## src/rtl/spi_pkg.sv

```systemverilog
// Shared types and width helpers for the passive SPI bus observer.
package spi_pkg;

   typedef enum logic {
      IDLE   = 1'b0,
      ACTIVE = 1'b1
   } state_e;

   typedef struct packed {
      logic cpol;
      logic cphase;
      logic msb_first;
   } mode_t;

   // Counter must be able to hold the value DATA_WIDTH itself.
   function automatic int cnt_width(input int data_width);
      return $clog2(data_width) + 1;
   endfunction

   function automatic int sel_width(input int slaves);
      return (slaves > 1) ? $clog2(slaves) : 1;
   endfunction

endpackage

```

## src/rtl/spi_sync.sv

```systemverilog
// N-stage multi-bit synchroniser; every stage resets to 0.
module spi_sync #(
   parameter int WIDTH  = 1,
   parameter int STAGES = 2
) (
   input  logic             clk,
   input  logic             rst,
   input  logic [WIDTH-1:0] d,
   output logic [WIDTH-1:0] q
);

   logic [STAGES-1:0][WIDTH-1:0] ff;

   always_ff @(posedge clk or posedge rst) begin
      if (rst) begin
         ff <= '0;
      end else begin
         ff <= {ff[STAGES-2:0], d};
      end
   end

   assign q = ff[STAGES-1];

endmodule

```

## src/rtl/spi_intf.sv

```systemverilog
// Passive SPI observer: synchronises the pins, finds CPOL/CPHA sample edges,
// deserialises MOSI/MISO into words and flags framing / chip-select errors.
module spi_intf
   import spi_pkg::*;
#(
   parameter int DATA_WIDTH   = 8,
   parameter int NO_OF_SLAVES = 1,
   parameter int SYNC_STAGES  = 2
) (
   input  logic                                 pclk,
   input  logic                                 areset,
   input  logic                                 cpol,
   input  logic                                 cphase,
   input  logic                                 msb_first,
   input  logic                                 sclk,
   input  logic [NO_OF_SLAVES-1:0]              cs_n,
   input  logic                                 mosi,
   input  logic                                 miso,
   output logic                                 frame_active,
   output logic [sel_width(NO_OF_SLAVES)-1:0]   slave_sel,
   output logic                                 rx_valid,
   output logic [DATA_WIDTH-1:0]                mosi_data,
   output logic [DATA_WIDTH-1:0]                miso_data,
   output logic [cnt_width(DATA_WIDTH)-1:0]     bit_count,
   output logic                                 frame_err,
   output logic                                 multi_sel_err
);

   localparam int CNT_W = cnt_width(DATA_WIDTH);
   localparam int SEL_W = sel_width(NO_OF_SLAVES);
   localparam int LOW_W = $clog2(NO_OF_SLAVES + 1);
   localparam int SYN_W = NO_OF_SLAVES + 3;

   logic [SYN_W-1:0]        sync_q;
   logic                    sclk_s;
   logic                    mosi_s;
   logic                    miso_s;
   logic [NO_OF_SLAVES-1:0] cs_s;
   logic                    sclk_d;

   spi_sync #(
      .WIDTH  (SYN_W),
      .STAGES (SYNC_STAGES)
   ) u_sync (
      .clk (pclk),
      .rst (areset),
      .d   ({sclk, mosi, miso, cs_n}),
      .q   (sync_q)
   );

   assign {sclk_s, mosi_s, miso_s, cs_s} = sync_q;

   state_e                  state;
   state_e                  state_next;
   mode_t                   mode_q;
   logic [LOW_W-1:0]        low_cnt;
   logic [SEL_W-1:0]        sel_idx;
   logic                    one_low;
   logic                    multi;
   logic                    all_high;
   logic                    rise;
   logic                    fall;
   logic                    leading;
   logic                    trailing;
   logic                    sample_edge;
   logic                    start;
   logic                    shift_en;
   logic                    word_last;
   logic                    release_err;
   logic                    cs_seen_high;
   logic                    multi_d;
   logic                    word_done_p1;
   logic [DATA_WIDTH-1:0]   mosi_shift;
   logic [DATA_WIDTH-1:0]   miso_shift;
   logic [DATA_WIDTH-1:0]   mosi_next;
   logic [DATA_WIDTH-1:0]   miso_next;

   always_comb begin
      low_cnt = '0;
      sel_idx = '0;
      for (int i = 0; i < NO_OF_SLAVES; i++) begin
         low_cnt = low_cnt + LOW_W'(~cs_s[i]);
      end
      for (int i = NO_OF_SLAVES - 1; i >= 0; i--) begin
         if (!cs_s[i]) sel_idx = SEL_W'(i);
      end
   end

   assign one_low  = (low_cnt == LOW_W'(1));
   assign multi    = (low_cnt >  LOW_W'(1));
   assign all_high = (low_cnt == '0);

   // Edge qualification uses the mode latched at frame start.
   assign rise        = sclk_s & ~sclk_d;
   assign fall        = ~sclk_s & sclk_d;
   assign leading     = mode_q.cpol ? fall : rise;
   assign trailing    = mode_q.cpol ? rise : fall;
   assign sample_edge = mode_q.cphase ? trailing : leading;

   always_comb begin
      state_next = state;
      case (state)
         IDLE:    if (one_low && cs_seen_high) state_next = ACTIVE;
         ACTIVE:  if (!one_low)                state_next = IDLE;
         default:                              state_next = IDLE;
      endcase
   end

   always_ff @(posedge pclk or posedge areset) begin
      if (areset) state <= IDLE;
      else        state <= state_next;
   end

   // A CS release or multi-select in the same cycle as an edge suppresses the shift.
   assign start       = (state == IDLE)   && (state_next == ACTIVE);
   assign shift_en    = (state == ACTIVE) && (state_next == ACTIVE) && sample_edge;
   assign word_last   = (bit_count == CNT_W'(DATA_WIDTH - 1));
   assign release_err = (state == ACTIVE) && all_high && (bit_count != '0);

   assign mosi_next = mode_q.msb_first ? {mosi_shift[DATA_WIDTH-2:0], mosi_s}
                                       : {mosi_s, mosi_shift[DATA_WIDTH-1:1]};
   assign miso_next = mode_q.msb_first ? {miso_shift[DATA_WIDTH-2:0], miso_s}
                                       : {miso_s, miso_shift[DATA_WIDTH-1:1]};

   // multi_d resets high so the all-zero synchroniser contents after reset
   // are not reported as a multi-select.
   always_ff @(posedge pclk or posedge areset) begin
      if (areset) begin
         sclk_d        <= 1'b0;
         mode_q        <= '0;
         cs_seen_high  <= 1'b0;
         multi_d       <= 1'b1;
         frame_active  <= 1'b0;
         slave_sel     <= '0;
         bit_count     <= '0;
         mosi_shift    <= '0;
         miso_shift    <= '0;
         word_done_p1  <= 1'b0;
         rx_valid      <= 1'b0;
         mosi_data     <= '0;
         miso_data     <= '0;
         frame_err     <= 1'b0;
         multi_sel_err <= 1'b0;
      end else begin
         sclk_d        <= sclk_s;
         frame_active  <= (state_next == ACTIVE);
         multi_d       <= multi;
         multi_sel_err <= multi & ~multi_d;
         frame_err     <= release_err;

         if (all_high)   cs_seen_high <= 1'b1;
         else if (multi) cs_seen_high <= 1'b0;

         if (start) begin
            bit_count  <= '0;
            mosi_shift <= '0;
            miso_shift <= '0;
            slave_sel  <= sel_idx;
            mode_q     <= '{cpol: cpol, cphase: cphase, msb_first: msb_first};
         end else if (shift_en) begin
            mosi_shift <= mosi_next;
            miso_shift <= miso_next;
            bit_count  <= word_last ? '0 : bit_count + CNT_W'(1);
         end else if (state_next == IDLE) begin
            bit_count  <= '0;
         end

         // ---- word output stage: one cycle after the final shift ----
         word_done_p1 <= shift_en && word_last;
         rx_valid     <= word_done_p1;
         if (word_done_p1) begin
            mosi_data <= mosi_shift;
            miso_data <= miso_shift;
         end
      end
   end

endmodule

```

## config.mk

```make
export PLATFORM = sky130hd
export DESIGN_NAME = spi_intf
export DESIGN_NICKNAME = d
export VERILOG_FILES = /design/src/rtl/spi_pkg.sv /design/src/rtl/spi_sync.sv /design/src/rtl/spi_intf.sv
export SDC_FILE = /design/constraint.sdc
export NUM_CORES = 1
export LEC_CHECK = 0
export ABC_AREA = 0
export CAP_MARGIN = 20
export CORE_ASPECT_RATIO = 2
export CORE_MARGIN = 10
export CORE_UTILIZATION = 35
export CTS_CLUSTER_SIZE = 14
export DETAILED_ROUTE_END_ITERATION = 10
export DONT_BUFFER_PORTS = 1
export PLACE_DENSITY = 0.49
export SYNTH_ARGS = -nofsm -noshare
export SYNTH_HDL_FRONTEND = slang
export SYNTH_HIERARCHICAL = 1
export SYNTH_SLANG_ARGS = --single-unit
```

## constraint.sdc

```tcl
create_clock -name pclk -period 2 [get_ports pclk]
set_input_delay 0.3 -clock pclk [delete_from_list [all_inputs] [get_ports pclk]]
set_output_delay 0.3 -clock pclk [all_outputs]
set_load 0.1 [all_outputs]
```

==> impl_metrics.csv <==
group,metric,value,unit
run_status,outcome,"complete, no violations",
pwr,power_leakage,1.17,nW
sta,tightest_slew,916,ps
pwr,total_power,2.32,mW
cells_and_area,final_cells,268,
routing,drt-wirelength-per-cell,16.0,um
global_route,grt_pass1_wl,7190,um
global_route,grt_pass1_vias,1291,
sta,clock_skew,3.95,ps
cells_and_area,drive_gt1_share,24.7,%
cells_and_area,nFillCells,614,
pwr,p_sw_share,23.7,%
cells_and_area,finalInstanceArea,0.00257,mm2
sta,tns,0,ps
setup_path,crit_type,"flip-flop to flip-flop",
routing,num_vias,1250,
clock_tree,cts.path.max_buffers,2,
sta,fin_crit,1740,ps
floorplanning,dieArea,0.0101,mm2
global_route,grt_usage,9.04,%
global_route,antenna_found_initial,0,
pwr,internal-power,1.77,mW
job,drv_cap,0,
routing,drtAntennaViolNets,0,
clock_tree,cts_buffers,5,
synth,ys.flop_type,"dfrtp_1",
placement,gp_congestion,0.748,
synth,netlist_area,0.00222,mm2
synth,synth_cells,170,
setup_path,r2r_start,"mode_q[1]",
setup_path,reg2regPathDepth,4,
setup_path,start_kind,"flip-flop",
synth,yosys_warnings,6,
cells_and_area,antenna_cells,0,
setup_path,crit_fanout,8,
cells_and_area,fin_nets,192,
placement,dp_hpwl,3120,um
synth,synth_seq_cells,53,
synth,synth_top_family_by_area,"multiplexers",
clock_tree,htreeDepth,2,
synth,synth-seq-area-share,59.8,%
sta,hold_viol,0,
clock_tree,cts_tree,"built",
setup_path,cp.arrival,1960,ps
sta,setup_viol,0,
sta,rsz0062_at_grt,"false",
synth,async_flop_share,100,%
setup_path,required,2220,ps
floorplanning,start_util,35.5,%
floorplanning,core_area,0.00626,mm2
synth,synth.avg_cell_area,13.1,um2
setup_path,slowest_delay,480,ps
routing,vias_per_cell,4.66,
sta,slew_headroom,39.0,%
global_route,grt_max_degree,29,
floorplanning,die_x,76.3,um
floorplanning,rows,41,
pwr,switchingPower,0.549,mW
cells_and_area,area_growth,15.7,%
pwr,powerDensity,904,mW/mm2
synth,yosys.area_share.simple,7.16,%
cells_and_area,register_area,0.00133,mm2
routing,totalWireLength,4290,um
clock_tree,cts.sinks,53,
clock_tree,root_buffer,"clkbuf_16",
floorplanning,ios,34,
placement,port-buffer-count,0,
synth,yosys.area_share.adder,1.13,%
clock_tree,clk_pin_slew_worst_paths,70,ps
pwr,clockPowerShare,42.4,%
synth,yosysUniqueCellTypes,25,
sta,hold-worst-slack,28.4,ps
clock_tree,postCtsSetupBuffers,0,
pwr,vdd_ir_drop_max,0.659,mV
synth,synth_compound_area_share,1.92,%
setup_path,cp_slowest_cell,"or4_1",
synth,synthXorXnorAreaFrac,0.395,%
clock_tree,insertion_delay,290,ps
setup_path,startpoint,"mode_q[1]",
sta,fin_crit_sh,87.1,%
routing,drc_errors,0,
pwr,seqPwrFrac,48.2,%
setup_path,reg2reg_setup_slack,260,ps
sta,drv_slew,0,
setup_path,crit_end,"bit_count[3]",
floorplanning,die_h,133,um
setup_path,r2r-end,"bit_count[3]",
placement,postPlaceCellArea,0.00239,mm2
synth,synthMuxAreaShare,25.2,%
global_route,grt_overflow,0,
placement,dp_cells,259,
setup_path,path_cells,"xnor2_1 -> mux2_4 -> or4_1 -> a21oi_1",
setup_path,crit_path_end_kind,"flip-flop",
hold_path,hold_path.class,"input port to flip-flop",
sta,fmax,0.574,GHz
routing,dr.pass1.iters,4,
cells_and_area,multi_input_area,802,um2
routing,first_iter_violations,115,
synth,synth_edf_count,0,
pwr,p_comb_share,9.3,%
==> area by class of cell <==
cell class	count	area share (%)
flip-flops and latches	53	51.7
multi-input cells	101	31.2
repair buffers	15	5.46
clock buffers	5	4.87
well taps	86	4.19
clock inverters	3	1.80
inverters	5	0.731
==> cells in the final DEF, fill, tap and decap left out <==
| master | count |
|---|---|
| a21oi_1 | 5 |
| buf_12 | 2 |
| buf_4 | 12 |
| bufinv_16 | 1 |
| clkbuf_16 | 5 |
| clkinv_1 | 1 |
| clkinv_4 | 1 |
| clkinvlp_4 | 1 |
| conb_1 | 2 |
| dfrtp_1 | 52 |
| dfrtp_2 | 1 |
| dlygate4sd3_1 | 1 |
| ha_1 | 2 |
| inv_1 | 4 |
| mux2_2 | 19 |
| mux2_4 | 1 |
| mux2i_1 | 33 |
| nand2_1 | 22 |
| nand2b_1 | 3 |
| nand3_1 | 1 |
| nor2_1 | 4 |
| nor2_4 | 1 |
| nor4_1 | 1 |
| o211ai_1 | 1 |
| o21ai_0 | 2 |
| or2_2 | 1 |
| or3_1 | 1 |
| or4_1 | 1 |
| xnor2_1 | 1 |
==> worst max-delay path, delay by kind of cell (launching register included) <==
family           cells  cell delay (ps)
AND/OR/NAND/NOR      1              480
XOR/XNOR             1              290
flip-flops           1              390
AO/OA/AOI/OAI        1              130
multiplexers         1              390
==> worst min path at each step <==
stage,slack [ps],endpoint,cells past startpoint,from
finish,30,u_sync/ff[2],0,mosi
global route,10,u_sync/ff[2],0,mosi
CTS,20,u_sync/ff[2],0,mosi
detailed placement,150,u_sync/ff[2],1,areset
global placement,140,u_sync/q[0],1,areset
floorplan,120,u_sync/ff[0],1,areset
==> per-stage QoR <==
| step | utilization (%) | worst slack (ps) |
|---|---|---|
| finish | 41.0 | 257 |
| global route | 41.0 | 185 |
| CTS | 41.0 | 248 |
| detailed placement | 38.1 | 264 |
| global placement | 38.1 | 287 |
| floorplan | - | 129 |
==> timing repair <==
action | CTS | global route
endpoints found under the hold margin | 25 | 0
resized for setup | 0 | 0
hold buffers | 1 | 0
==> synthesized netlist by cell type, types with 2 or more instances <==
| master | count | area share, % |
|---|---|---|
| a21oi_1 | 5 | 1.1 |
| o21ai_0 | 2 | 0.45 |
| nor2_1 | 4 | 0.68 |
| inv_1 | 5 | 0.85 |
| nand2_1 | 22 | 3.7 |
| clkbuf_1 | 2 | 0.34 |
| mux2_2 | 19 | 9.6 |
| nand2b_1 | 3 | 0.85 |
| mux2i_1 | 33 | 15 |
| dfrtp_1 | 53 | 60 |
| ha_1 | 2 | 1.1 |
| buf_1 | 2 | 0.34 |
| buf_4 | 6 | 2.0 |
==> kinds of logic (layout without fill, tap and decap cells) <==
group / Yosys count / in the layout
buffers and inverters: 17 / 28
flip-flops: 53 / 53
XOR/XNOR: 1 / 1
multiplexers: 53 / 53
other: 1 / 2
AND/OR/NAND/NOR: 35 / 35
adder cells (fa/ha/maj): 2 / 2
AO/OA/AOI/OAI: 8 / 8
==> registers in the layout, indices dropped and copies added (netlist names) <==
| register | count |
|---|---|
| mosi_shift | 8 |
| u_sync/ff | 4 |
| frame_err | 1 |
| sclk_d | 1 |
| cs_seen_high | 1 |
| rx_valid | 1 |
| mosi_data | 8 |
| frame_active | 1 |
| miso_shift | 8 |
| word_done_p1 | 1 |
| mode_q | 3 |
| bit_count | 4 |
| u_sync/q | 4 |
| miso_data | 8 |
==> power by group through the flow <==
stage / Combinational [mW] / Clock, mW / Sequential (mW)
finish: 0.217 / 0.985 / 1.12
global route: 0.235 / 1.07 / 1.12
CTS: 0.220 / 1.02 / 1.12
detailed placement: 0.218 / 0 / 1.14
global placement: 0.214 / 0 / 1.14
floorplan: 0.163 / 0 / 1.16
==> per-layer routing <==
layer	track usage, %	share of wire [%]	wire (um)
met1	9.90	41	1780
met2	14.5	50	2160
met3	3.60	5.7	246
met4	4.99	2.4	102
met5	0	0	0
Note: power is estimated with default switching activity, not from simulation.
